$ cat config.mk
export PLATFORM = sky130hd
export DESIGN_NAME = sigmag_thr_sched
export DESIGN_NICKNAME = d
export VERILOG_FILES = /design/src/rtl/sigmag_thr_sched.sv
export SDC_FILE = /design/constraint.sdc
export NUM_CORES = 1
export LEC_CHECK = 0
export BUFFER_PORTS_ARGS = -buffer_cell sky130_fd_sc_hd__buf_4
export CAP_MARGIN = 10
export CORE_ASPECT_RATIO = 1.2
export CORE_MARGIN = 2
export CORE_UTILIZATION = 49
export DETAILED_ROUTE_END_ITERATION = 10
export PLACE_DENSITY_LB_ADDON = 0.15
export SYNTH_ARGS = -nofsm -noshare
export SYNTH_HDL_FRONTEND = slang
export SYNTH_SLANG_ARGS = --single-unit
$ cat constraint.sdc
create_clock -name clk -period 5.6 [get_ports clk]
set_input_delay 1.68 -clock clk [delete_from_list [all_inputs] [get_ports clk]]
set_output_delay 1.68 -clock clk [all_outputs]
set_load 0.03 [all_outputs]
$ cat src/rtl/sigmag_thr_sched.sv
// Round-robin bisection engine that calibrates one |x| threshold per ADC channel.
// Define SIGMAG_THR_SCHED_SKIP_EN to add a per-channel skip input.
module sigmag_thr_sched #(
    parameter int WIDTH      = 14,
    parameter int NCH        = 4,
    parameter int CNTR_WIDTH = 14,
    parameter int TARGET     = 5461,
    localparam int CHW       = (NCH > 1) ? $clog2(NCH) : 1
) (
    input  logic                       clk,
    input  logic                       reset,
`ifdef SIGMAG_THR_SCHED_SKIP_EN
    input  logic [NCH-1:0]             skip,
`endif
    input  logic [NCH*WIDTH-1:0]       data_in,
    input  logic                       start,
    input  logic                       cont,
    output logic [NCH*(WIDTH-1)-1:0]   thr_out,
    output logic [NCH-1:0]             thr_valid,
    output logic [CHW-1:0]             ch_sel,
    output logic                       busy,
    output logic                       done
);

    localparam int TW = WIDTH - 1;
    localparam int IW = $clog2(WIDTH);
    localparam logic [TW-1:0]         THR_RST   = {1'b0, {(WIDTH-2){1'b1}}};
    localparam logic [TW-1:0]         HI_INIT   = '1;
    localparam logic [IW-1:0]         ITER_LAST = IW'(WIDTH - 2);
    localparam logic [CHW-1:0]        CH_LAST   = CHW'(NCH - 1);
    localparam logic [CNTR_WIDTH:0]   TARGET_C  = (CNTR_WIDTH+1)'(TARGET);

    typedef enum logic [2:0] {
        S_IDLE, S_LOAD, S_WINDOW, S_DRAIN, S_UPDATE, S_STORE, S_NEXT
    } state_t;

    state_t                r_state;
    logic [CHW-1:0]        r_ch;
    logic [TW-1:0]         r_lo;
    logic [TW-1:0]         r_hi;
    logic [TW-1:0]         r_thr;
    logic [IW-1:0]         r_iter;
    logic [CNTR_WIDTH-1:0] r_win_cnt;
    logic [CNTR_WIDTH:0]   r_hit_cnt;
    logic                  r_hit;
    logic [TW-1:0]         r_thr_out [NCH];
    logic [NCH-1:0]        r_thr_valid;
    logic                  r_busy;
    logic                  r_done;

    logic signed [WIDTH-1:0] w_samp [NCH];
    logic signed [WIDTH-1:0] w_x;
    logic signed [WIDTH:0]   w_x_ext;
    logic signed [WIDTH:0]   w_thr_pos;
    logic signed [WIDTH:0]   w_thr_neg;
    logic                    w_hit;
    logic [TW-1:0]           w_mid;
    logic                    w_skip;

    for (genvar g = 0; g < NCH; g++) begin : g_ch
        assign w_samp[g]            = data_in[g*WIDTH +: WIDTH];
        assign thr_out[g*TW +: TW]  = r_thr_out[g];
    end

    // Magnitude test done in WIDTH+1 signed bits so -thr and the most negative sample both fit.
    assign w_x       = w_samp[r_ch];
    assign w_x_ext   = {w_x[WIDTH-1], w_x};
    assign w_thr_pos = {2'b00, r_thr};
    assign w_thr_neg = -w_thr_pos;
    assign w_hit     = (w_x_ext > w_thr_pos) || (w_x_ext < w_thr_neg);
    assign w_mid     = TW'((WIDTH'(r_lo) + WIDTH'(r_hi)) >> 1);

`ifdef SIGMAG_THR_SCHED_SKIP_EN
    assign w_skip = (r_iter == '0) && skip[r_ch];
`else
    assign w_skip = 1'b0;
`endif

    always_ff @(posedge clk or posedge reset) begin
        if (reset) begin
            r_state     <= S_IDLE;
            r_ch        <= '0;
            r_lo        <= '0;
            r_hi        <= '0;
            r_thr       <= '0;
            r_iter      <= '0;
            r_win_cnt   <= '0;
            r_hit_cnt   <= '0;
            r_hit       <= 1'b0;
            r_thr_valid <= '0;
            r_busy      <= 1'b0;
            r_done      <= 1'b0;
            // NOTE: the threshold array is a handful of live output registers, not RAM, so it is reset.
            for (int k = 0; k < NCH; k++) begin
                r_thr_out[k] <= THR_RST;
            end
        end else begin
            // NOTE: all state updates use <= so every branch reads pre-edge values.
            r_done <= 1'b0;
            case (r_state)
                S_IDLE: begin
                    if (start) begin
                        r_ch    <= '0;
                        r_lo    <= '0;
                        r_hi    <= HI_INIT;
                        r_iter  <= '0;
                        r_busy  <= 1'b1;
                        r_state <= S_LOAD;
                    end
                end
                S_LOAD: begin
                    r_thr     <= w_mid;
                    r_win_cnt <= '0;
                    r_hit_cnt <= '0;
                    r_hit     <= 1'b0;
                    r_state   <= w_skip ? S_NEXT : S_WINDOW;
                end
                S_WINDOW: begin
                    r_hit     <= w_hit;
                    r_hit_cnt <= r_hit_cnt + (CNTR_WIDTH+1)'(r_hit);
                    r_win_cnt <= r_win_cnt + CNTR_WIDTH'(1);
                    if (&r_win_cnt) begin
                        r_state <= S_DRAIN;
                    end
                end
                S_DRAIN: begin
                    r_hit_cnt <= r_hit_cnt + (CNTR_WIDTH+1)'(r_hit);
                    r_state   <= S_UPDATE;
                end
                S_UPDATE: begin
                    if (r_hit_cnt > TARGET_C) begin
                        r_lo <= r_thr;
                    end else begin
                        r_hi <= r_thr;
                    end
                    if (r_iter == ITER_LAST) begin
                        r_state <= S_STORE;
                    end else begin
                        r_iter  <= r_iter + IW'(1);
                        r_state <= S_LOAD;
                    end
                end
                S_STORE: begin
                    r_thr_out[r_ch]   <= w_mid;
                    r_thr_valid[r_ch] <= 1'b1;
                    r_state           <= S_NEXT;
                end
                S_NEXT: begin
                    r_lo   <= '0;
                    r_hi   <= HI_INIT;
                    r_iter <= '0;
                    if (r_ch < CH_LAST) begin
                        r_ch    <= r_ch + CHW'(1);
                        r_state <= S_LOAD;
                    end else begin
                        r_ch   <= '0;
                        r_done <= 1'b1;
                        if (cont) begin
                            r_state <= S_LOAD;
                        end else begin
                            r_busy  <= 1'b0;
                            r_state <= S_IDLE;
                        end
                    end
                end
                default: r_state <= S_IDLE;
            endcase
        end
    end

    assign thr_valid = r_thr_valid;
    assign ch_sel    = r_ch;
    assign busy      = r_busy;
    assign done      = r_done;

endmodule

Word level (Yosys, flattened, before mapping)
Cells that the tools add are included.
{"block": "word_totals", "latchBits": 0, "ram_bits": 0, "rom_bits": 0, "word_cells": 97, "regBits": 136, "mem_count": 0, "input_bits": 60}
{"block": "op_classes", "div": 0, "shift": 0, "multipliers": 0, "add_sub_neg": 6, "n_bitwise": 2, "muxes": 35, "n_lt_le_gt_ge": 8, "n_eq_ne": 14, "reduce_logical": 16}
{"operator": "$pmux W13 S3", "count": 2}
{"operator": "$mux W13", "count": 5}
{"operator": "$bwmux W52", "count": 1}
{"operator": "$pmux W15 S2", "count": 1}
{"operator": "$bmux W14 S2", "count": 1}
{"operator": "$mux W14", "count": 2}
{"operator": "$pmux W14 S2", "count": 1}
{"operator": "$demux W13 S2", "count": 1}
{"operator": "$pmux W3 S7", "count": 1}
{"operator": "$add A15 B1 Y15", "count": 1}
{"operator": "$gt A15 B13 Y1 const B", "count": 1}
{"operator": "$lt A14 B15 Y1", "count": 1}
{"operator": "$neg A13 Y15", "count": 1}
{"operator": "$add A13 B13 Y14", "count": 1}
{"operator": "$add A14 B1 Y14 const B", "count": 1}
{"operator": "$gt A14 B14 Y1", "count": 1}
{"operator": "$ne A2 B2 Y1 const B", "count": 7}
{"operator": "$reduce_and A14 Y1", "count": 1}
{"operator": "$pmux W4 S3", "count": 1}
{"operator": "$eq A3 B3 Y1 const B", "count": 3}
{"operator": "$mux W3", "count": 3}
{"operator": "$reduce_and A3 Y1", "count": 3}
{"operator": "$mux W1", "count": 8}
{"operator": "$mux W4", "count": 2}
{"operator": "24 further kinds", "count": 31}

Logic depth before layout (Yosys ltp)
Gate-level depths: netlist (run 1).
{"block": "depth", "depth_word": 7, "ltp_mapped": 12}

Worst setup path before layout (run 1)
Ideal clock, no wire load.
{"block": "synth_timing", "path_kind": "input to register", "startpoint": "input port data_in[46]", "endpoint": "register r_hit", "n_path_buf": 0, "path_slack_ns": 2.323, "cell_stages": 8, "t_arrival_ns": 3.144, "required_time_ns": 5.467, "path_cell_list": "mux4_2 > ha_1 > a21oi_1 > a21boi_0 > o31ai_1 > nand3_1 > o211ai_1 > nand3_1"}
{"block": "synth_via", "elab_chain_len": 6}
{"item": "from (decl)", "line": "15", "rtl": "input logic [NCH*WIDTH-1:0] data_in,"}
{"item": "$bmux W14 S2 *", "line": "66", "rtl": "assign w_x = w_samp[r_ch];"}
{"item": "$mux W14 (not written as such) * (2 in a row)", "line": "66"}
{"item": "$lt A14 B15 Y1 / $gt A14 B14 Y1 (equally long branches)", "line": "70", "rtl": "assign w_hit = (w_x_ext > w_thr_pos) || (w_x_ext < w_thr_neg);"}
{"item": "$logic_or A1 B1 Y1 *", "line": "70"}
{"item": "$pmux W1 S2 *", "line": "100", "rtl": "case (r_state)"}
{"item": "to (signal assigned)", "line": "119", "rtl": "r_hit <= w_hit;"}
{"item": "to (decl)", "line": "45", "rtl": "logic r_hit;"}
Mark *: on every way between the ends. The rest lies on a longest branch, timed or not. The select of a mux whose other input is x is not followed.
A chain may end at the register's enable or synchronous reset.

Final worst setup path (run 1)
{"block": "layout_timing", "startpoint": "register r_ch[0] (netlist: ch_sel[0])", "endpoint": "output port ch_sel[0]"}
{"item": "from (decl)", "line": "38", "rtl": "logic [CHW-1:0] r_ch;"}
{"item": "from (signal assigned)", "line": "153", "rtl": "r_ch <= r_ch + CHW'(1);"}
{"item": "to (decl)", "line": "20", "rtl": "output logic [CHW-1:0] ch_sel,"}
No word-level cell between the ends.

==> impl_metrics.json, run 1 <==
{
  "core_um2": 14900,
  "synth_seq_area_share_pct": 46.7,
  "die-area_um2": 16200,
  "final_net_count": 975,
  "p_clk_share_pct": 25.4,
  "p_per_area_nw_per_um2": 473,
  "synth-edff-count": 0,
  "crit_arrival_ns": 1.71,
  "postCtsHoldBufs": 0,
  "synth_fp_nets": 868,
  "final_hold_viol_count": 0,
  "worst_setup_path_start_kind": "flip-flop",
  "layout_commonest_cell": "buf_4",
  "firstDrtPassIters": 5,
  "synth_top_flop_cell": "dfrtp_1",
  "cp_max_fo": 19,
  "place.detailed.hpwl_um": 13700,
  "antenna_found_initial": 0,
  "slew_headroom_pct": 19.3,
  "p_switching_mw": 1.69,
  "status": "finished clean",
  "path_clk_slew_ns": 0.06,
  "period_share_pct": 60.5,
  "placed_cell_area_um2": 8460,
  "path_depth": 1,
  "cp_slowest_stage_delay_ns": 0.98,
  "initial_core_util_pct": 49.8,
  "synth_largest_area_cell": "dfrtp_1",
  "crit_type": "flip-flop to output pin",
  "grt_pass1_vias": 6276,
  "placementRows": 49,
  "async_reset_ff_share_pct": 100,
  "cts_sinks": 136,
  "crit_path_end_kind": "output pin",
  "avgRoutedWirePerCell_um": 17.0,
  "die_height_um": 139,
  "cpMaxStageDelayCell": "dfrtp_1",
  "via_per_inst": 5.65,
  "rsz0062_at_grt": "no",
  "yosysWarnings": 0,
  "drt_iter0_drc": 311,
  "final_cell_mix": "123 x buf_4, 104 x nand2_1, 95 x o21ai_0, 88 x dfrtp_1, 57 x nor2_1",
  "antenna_left": 0,
  "root_buffer": "clkbuf_16",
  "clock.fmax_mhz": 295,
  "ioPinCount": 120,
  "drive_above_1_share_pct": 25.3,
  "worst_pin_slew_ns": 1.21,
  "h-tree-depth": 4,
  "crit_buf_inv": 1,
  "hp-class": "flip-flop to flip-flop",
  "syn-cell-area_um2": 7420,
  "syn_area_per_cell_um2": 9.79,
  "setup_violations": 0,
  "skew_ns": 0.00584,
  "cp.required_ns": 3.92,
  "grt_pass1_wl_um": 30700,
  "critPathTopFamily": "flip-flops",
  "post_cts_buffers": 0,
  "path_cells": "buf_4",
  "p_int_mw": 2.58,
  "die_w_um": 116,
  "grt_max_degree": 82,
  "grt_overflow": 0,
  "clk_latency_ns": 0.42,
  "synthCells": 758,
  "worst_ir_drop_vdd_mv": 0.267,
  "vias": 6115,
  "period_needed_ns": 3.39,
  "reg2regPathDepth": 6,
  "diodes": 0,
  "port_buffers": 119,
  "numCtsBuffers": 17,
  "yosys_register_bits": 136,
  "multi_input_area_um2": 3720,
  "nFillCells": 1285,
  "cts-resized-gates": 0,
  "power.total_mw": 4.28,
  "drc": 0,
  "drv_slew": 0,
  "syn2layout_area_growth_pct": 21.9,
  "min_delay_path_depth": 1,
  "p_comb_share_pct": 38.3,
  "ys_types": 53,
  "p_leak_nw": 4.09,
  "cts_buffer_depth": 2,
  "cap_violations": 0,
  "synth_top_area_share_pct": 29.7,
  "ys_top_cells_by_area": "dfrtp_1 30%, dfstp_2 17%, ha_1 8.3%, o21ai_0 6.4%, nand2_1 5.3%",
  "stdcell_area_um2": 9050,
  "switching_share_pct": 39.6,
  "cts_tree": "yes",
  "p_seq_share_pct": 36.3,
  "setup_total_negative_slack_ns": 0,
  "grt_util_all_layers_pct": 23.9,
  "wl_um": 18400,
  "gp_congestion": 0.830,
  "regArea_um2": 3460
}
==> layer usage <==
metal / global-route usage, % / vias up / wire (µm)
li1: - / 2932 / -
met1: 30.1 / 3016 / 7700
met2: 40.5 / 124 / 9590
met3: 4.06 / 43 / 504
met4: 9.90 / 0 / 584
met5: 0 / - / 0
==> final cells by class <==
cell class / instances / area share, %
clock inverter: 12 / 1.24
timing repair buffer: 123 / 10.2
inverter: 28 / 1.19
tap: 204 / 2.82
clock buffer: 20 / 5.17
sequential: 136 / 38.3
multi-input combinational: 559 / 41.1
==> registers in the layout (all words and copies together), names as in the netlist <==
signal,cells
r_lo,13
r_win_cnt,14
ch_sel,2
done,1
r_hit,1
busy,1
thr_valid,4
r_iter,4
r_hit_cnt,15
r_state,3
thr_out,52
r_thr,13
r_hi,13
==> logic make-up (layout without fill, tap and decap cells) <==
logic type      after synthesis  after routing  share of synthesized area (%)
simple gates                257            257                           15.9
compound gates              205            205                           17.4
flops                       136            136                           46.7
buf+inv                      63            183                           3.27
fa+ha+maj                    50             50                           8.53
xor+xnor                     26             26                           3.07
mux                          21             21                           5.21
==> Yosys cell counts, types with 2 or more instances <==
master / number
or4_1: 2
a31oi_1: 4
nand3_1: 23
nand2b_1: 16
o21a_1: 2
a21o_1: 6
o311ai_0: 3
and3_1: 3
nor3b_1: 2
o31ai_1: 8
inv_1: 28
nor4_1: 3
o22a_1: 13
or3_1: 8
dfstp_2: 48
xnor2_1: 14
xor2_1: 12
nor2_1: 57
nor2b_1: 6
mux4_2: 14
a22o_1: 18
buf_2: 5
mux2i_1: 6
a211oi_1: 2
o211ai_1: 10
nor3_1: 12
clkbuf_1: 29
a21boi_0: 2
dfrtp_1: 88
nand4_1: 17
ha_1: 49
a21oi_1: 30
o21ai_0: 95
nand2_1: 104
==> power by group through the flow <==
stage	sequential [mW]	combinational, mW	clock (mW)
final	1.55	1.64	1.09
after global routing	1.59	1.82	1.15
after CTS	1.55	1.64	1.11
after detailed placement	1.57	1.63	0
after global placement	1.55	1.57	0
after floorplan	1.69	0.970	0
==> through the flow <==
| step | utilization (%) | setup slack, ns | cells | hold slack (ns) |
|---|---|---|---|---|
| floorplan | - | 0.360 | 758 | 0.446 |
| global placement | 56.8 | 2.10 | 1049 | 0.450 |
| detailed placement | 56.8 | 2.04 | 1049 | 0.454 |
| CTS | 60.7 | 2.14 | 1081 | 0.471 |
| global route | 60.7 | 1.90 | 1082 | 0.481 |
| finish | 60.7 | 2.21 | 1082 | 0.468 |
==> final timing paths <==
check                                         start  slack [ns]                        to
max                           ch_sel[0]$_DFFE_PP0P_        2.21                 ch_sel[0]
min                        thr_valid[2]$_DFFE_PP0P_        0.47  thr_valid[2]$_DFFE_PP0P_
max reg2reg                  r_state[2]$_DFFE_PP0P_        2.27       r_hi[3]$_DFFE_PP0P_
min in group asynchronous                     reset        1.48  thr_valid[2]$_DFFE_PP0P_
max in group asynchronous                     reset        3.12   thr_out[41]$_DFFE_PP1P_
min reg2reg                thr_valid[2]$_DFFE_PP0P_        0.47  thr_valid[2]$_DFFE_PP0P_
Power figures use the tool's default switching activity.
==> run 2, diff against run 1 <==
==> constraint.sdc (replaced) <==
create_clock -name clk -period 2.9 [get_ports clk]
set_input_delay 0.87 -clock clk [delete_from_list [all_inputs] [get_ports clk]]
set_output_delay 0.87 -clock clk [all_outputs]
set_load 0.03 [all_outputs]
==> impl_metrics.json, run 2 (synthesized netlist as in run 1, its figures left out) <==
{
  "status": "finished clean",
  "crit_buf_inv": 1,
  "worst_pin_slew_ns": 0.814,
  "skew_ns": 0.0121,
  "cpMaxStageDelayCell": "dfrtp_1",
  "crit_path_end_kind": "flip-flop",
  "hp-class": "flip-flop to flip-flop",
  "grt_pass1_vias": 6251,
  "grt_util_all_layers_pct": 24.0,
  "avgRoutedWirePerCell_um": 16.6,
  "wl_um": 18200,
  "nFillCells": 1272,
  "dp_slack_ns": 0.0994,
  "placementRows": 49,
  "root_buffer": "clkbuf_16",
  "slew_headroom_pct": 45.7,
  "cap_violations": 0,
  "initial_core_util_pct": 49.8,
  "die_w_um": 116,
  "diodes": 0,
  "setup_total_negative_slack_ns": 0,
  "path_cells": "inv_1 -> ha_2 -> nand4_1 -> or3_1 -> nor3_2 -> xnor2_1 -> ha_1 -> nand2_1 -> o21ai_2 -> a311oi_2 -> o31ai_1 -> nand3_1",
  "crit_arrival_ns": 2.96,
  "clk_latency_ns": 0.42,
  "cp_slowest_stage_delay_ns": 0.43,
  "h-tree-depth": 4,
  "clock.fmax_mhz": 374,
  "timing.final.ws_setup_ns": 0.228,
  "postCtsHoldBufs": 0,
  "drc": 0,
  "cts_buffer_depth": 2,
  "final_hold_viol_count": 0,
  "p_per_area_nw_per_um2": 906,
  "grt_max_degree": 137,
  "ioPinCount": 120,
  "place.detailed.hpwl_um": 13500,
  "numCtsBuffers": 17,
  "p_leak_nw": 4.14,
  "period_share_pct": 92.1,
  "layout_commonest_cell": "buf_4",
  "final_net_count": 987,
  "syn2layout_area_growth_pct": 23.5,
  "port_buffers": 119,
  "cts_sinks": 136,
  "critPathTopFamily": "simple AND/OR/NAND/NOR gates",
  "drt_iter0_drc": 438,
  "drive_above_1_share_pct": 26.9,
  "grt_pass1_wl_um": 30700,
  "setup_violations": 0,
  "via_per_inst": 5.58,
  "vias": 6105,
  "path_clk_slew_ns": 0.06,
  "regArea_um2": 3460,
  "crit_type": "flip-flop to flip-flop",
  "final_cell_mix": "133 x buf_4, 104 x nand2_1, 94 x o21ai_0, 88 x dfrtp_1, 57 x nor2_1",
  "rsz0062_at_grt": "no",
  "cp.required_ns": 3.19,
  "multi_input_area_um2": 3740,
  "hold_slack_ns": 0.462,
  "largest_reg_flops": 52,
  "period_needed_ns": 2.67,
  "die_height_um": 139,
  "cts_tree": "yes",
  "core_um2": 14900,
  "cp_max_fo": 5,
  "firstDrtPassIters": 5,
  "worst_ir_drop_vdd_mv": 0.489,
  "drv_slew": 0,
  "die-area_um2": 16200,
  "antenna_found_initial": 0,
  "worst_setup_path_start_kind": "flip-flop",
  "grt_overflow": 0,
  "gp_congestion": 0.864,
  "antenna_left": 0
}
## run 2: worst paths after layout
kind / to / slack (ns) / depth (start not counted) / from
min in group asynchronous: thr_out[12]$_DFFE_PP0P_ / 0.66 / 3 / reset
worst min register to register: thr_valid[3]$_DFFE_PP0P_ / 0.46 / 1 / thr_valid[3]$_DFFE_PP0P_
worst max register to register: r_hit$_DFFE_PP0P_ / 0.23 / 12 / r_thr[1]$_DFFE_PP0P_
worst max-delay path: r_hit$_DFFE_PP0P_ / 0.23 / 12 / r_thr[1]$_DFFE_PP0P_
worst min-delay path: thr_valid[3]$_DFFE_PP0P_ / 0.46 / 1 / thr_valid[3]$_DFFE_PP0P_
max in group asynchronous: r_lo[5]$_DFFE_PP0P_ / 1.71 / 3 / reset
## run 2: metal layers
layer,track usage [%],share of wire (%),wire (µm),up-vias
met3,4.41,3.0,548,36
met2,39.9,52,9440,127
met5,0,0,0,-
met4,10.3,2.9,533,0
met1,30.4,42,7630,2982
li1,-,-,-,2960
## run 2: timing repair
action | in CTS | in global routing
resized for setup | 0 | 6
setup buffers | 0 | 0
setup endpoints to repair | 0 | 1
## run 2: area by class of cell
cell class / count / area share [%]
clock buffers: 19 / 4.83
well taps: 204 / 2.78
repair buffers: 135 / 11.3
clock inverters: 13 / 1.31
multi-input cells: 559 / 40.8
inverters: 28 / 1.19
flip-flops and latches: 136 / 37.8
## run 2: where the power goes
group	switching (mW)	total (mW)	internal, mW
clock network	0.833	2.04	1.21
logic	1.99	3.33	1.33
registers	0.462	2.94	2.47
total	3.29	8.30	5.02
## run 2: per-stage QoR
step           power [mW]  util [%]  instance area (µm²)  cells
6_report             8.30      61.5                 9170   1094
3_3_place_gp         6.16      57.6                 8580   1062
5_1_grt              8.90      61.5                 9170   1094
2_1_floorplan        5.13         -                 7430    758
3_5_place_dp         6.25      57.6                 8580   1062
4_1_cts              8.32      61.4                 9150   1094
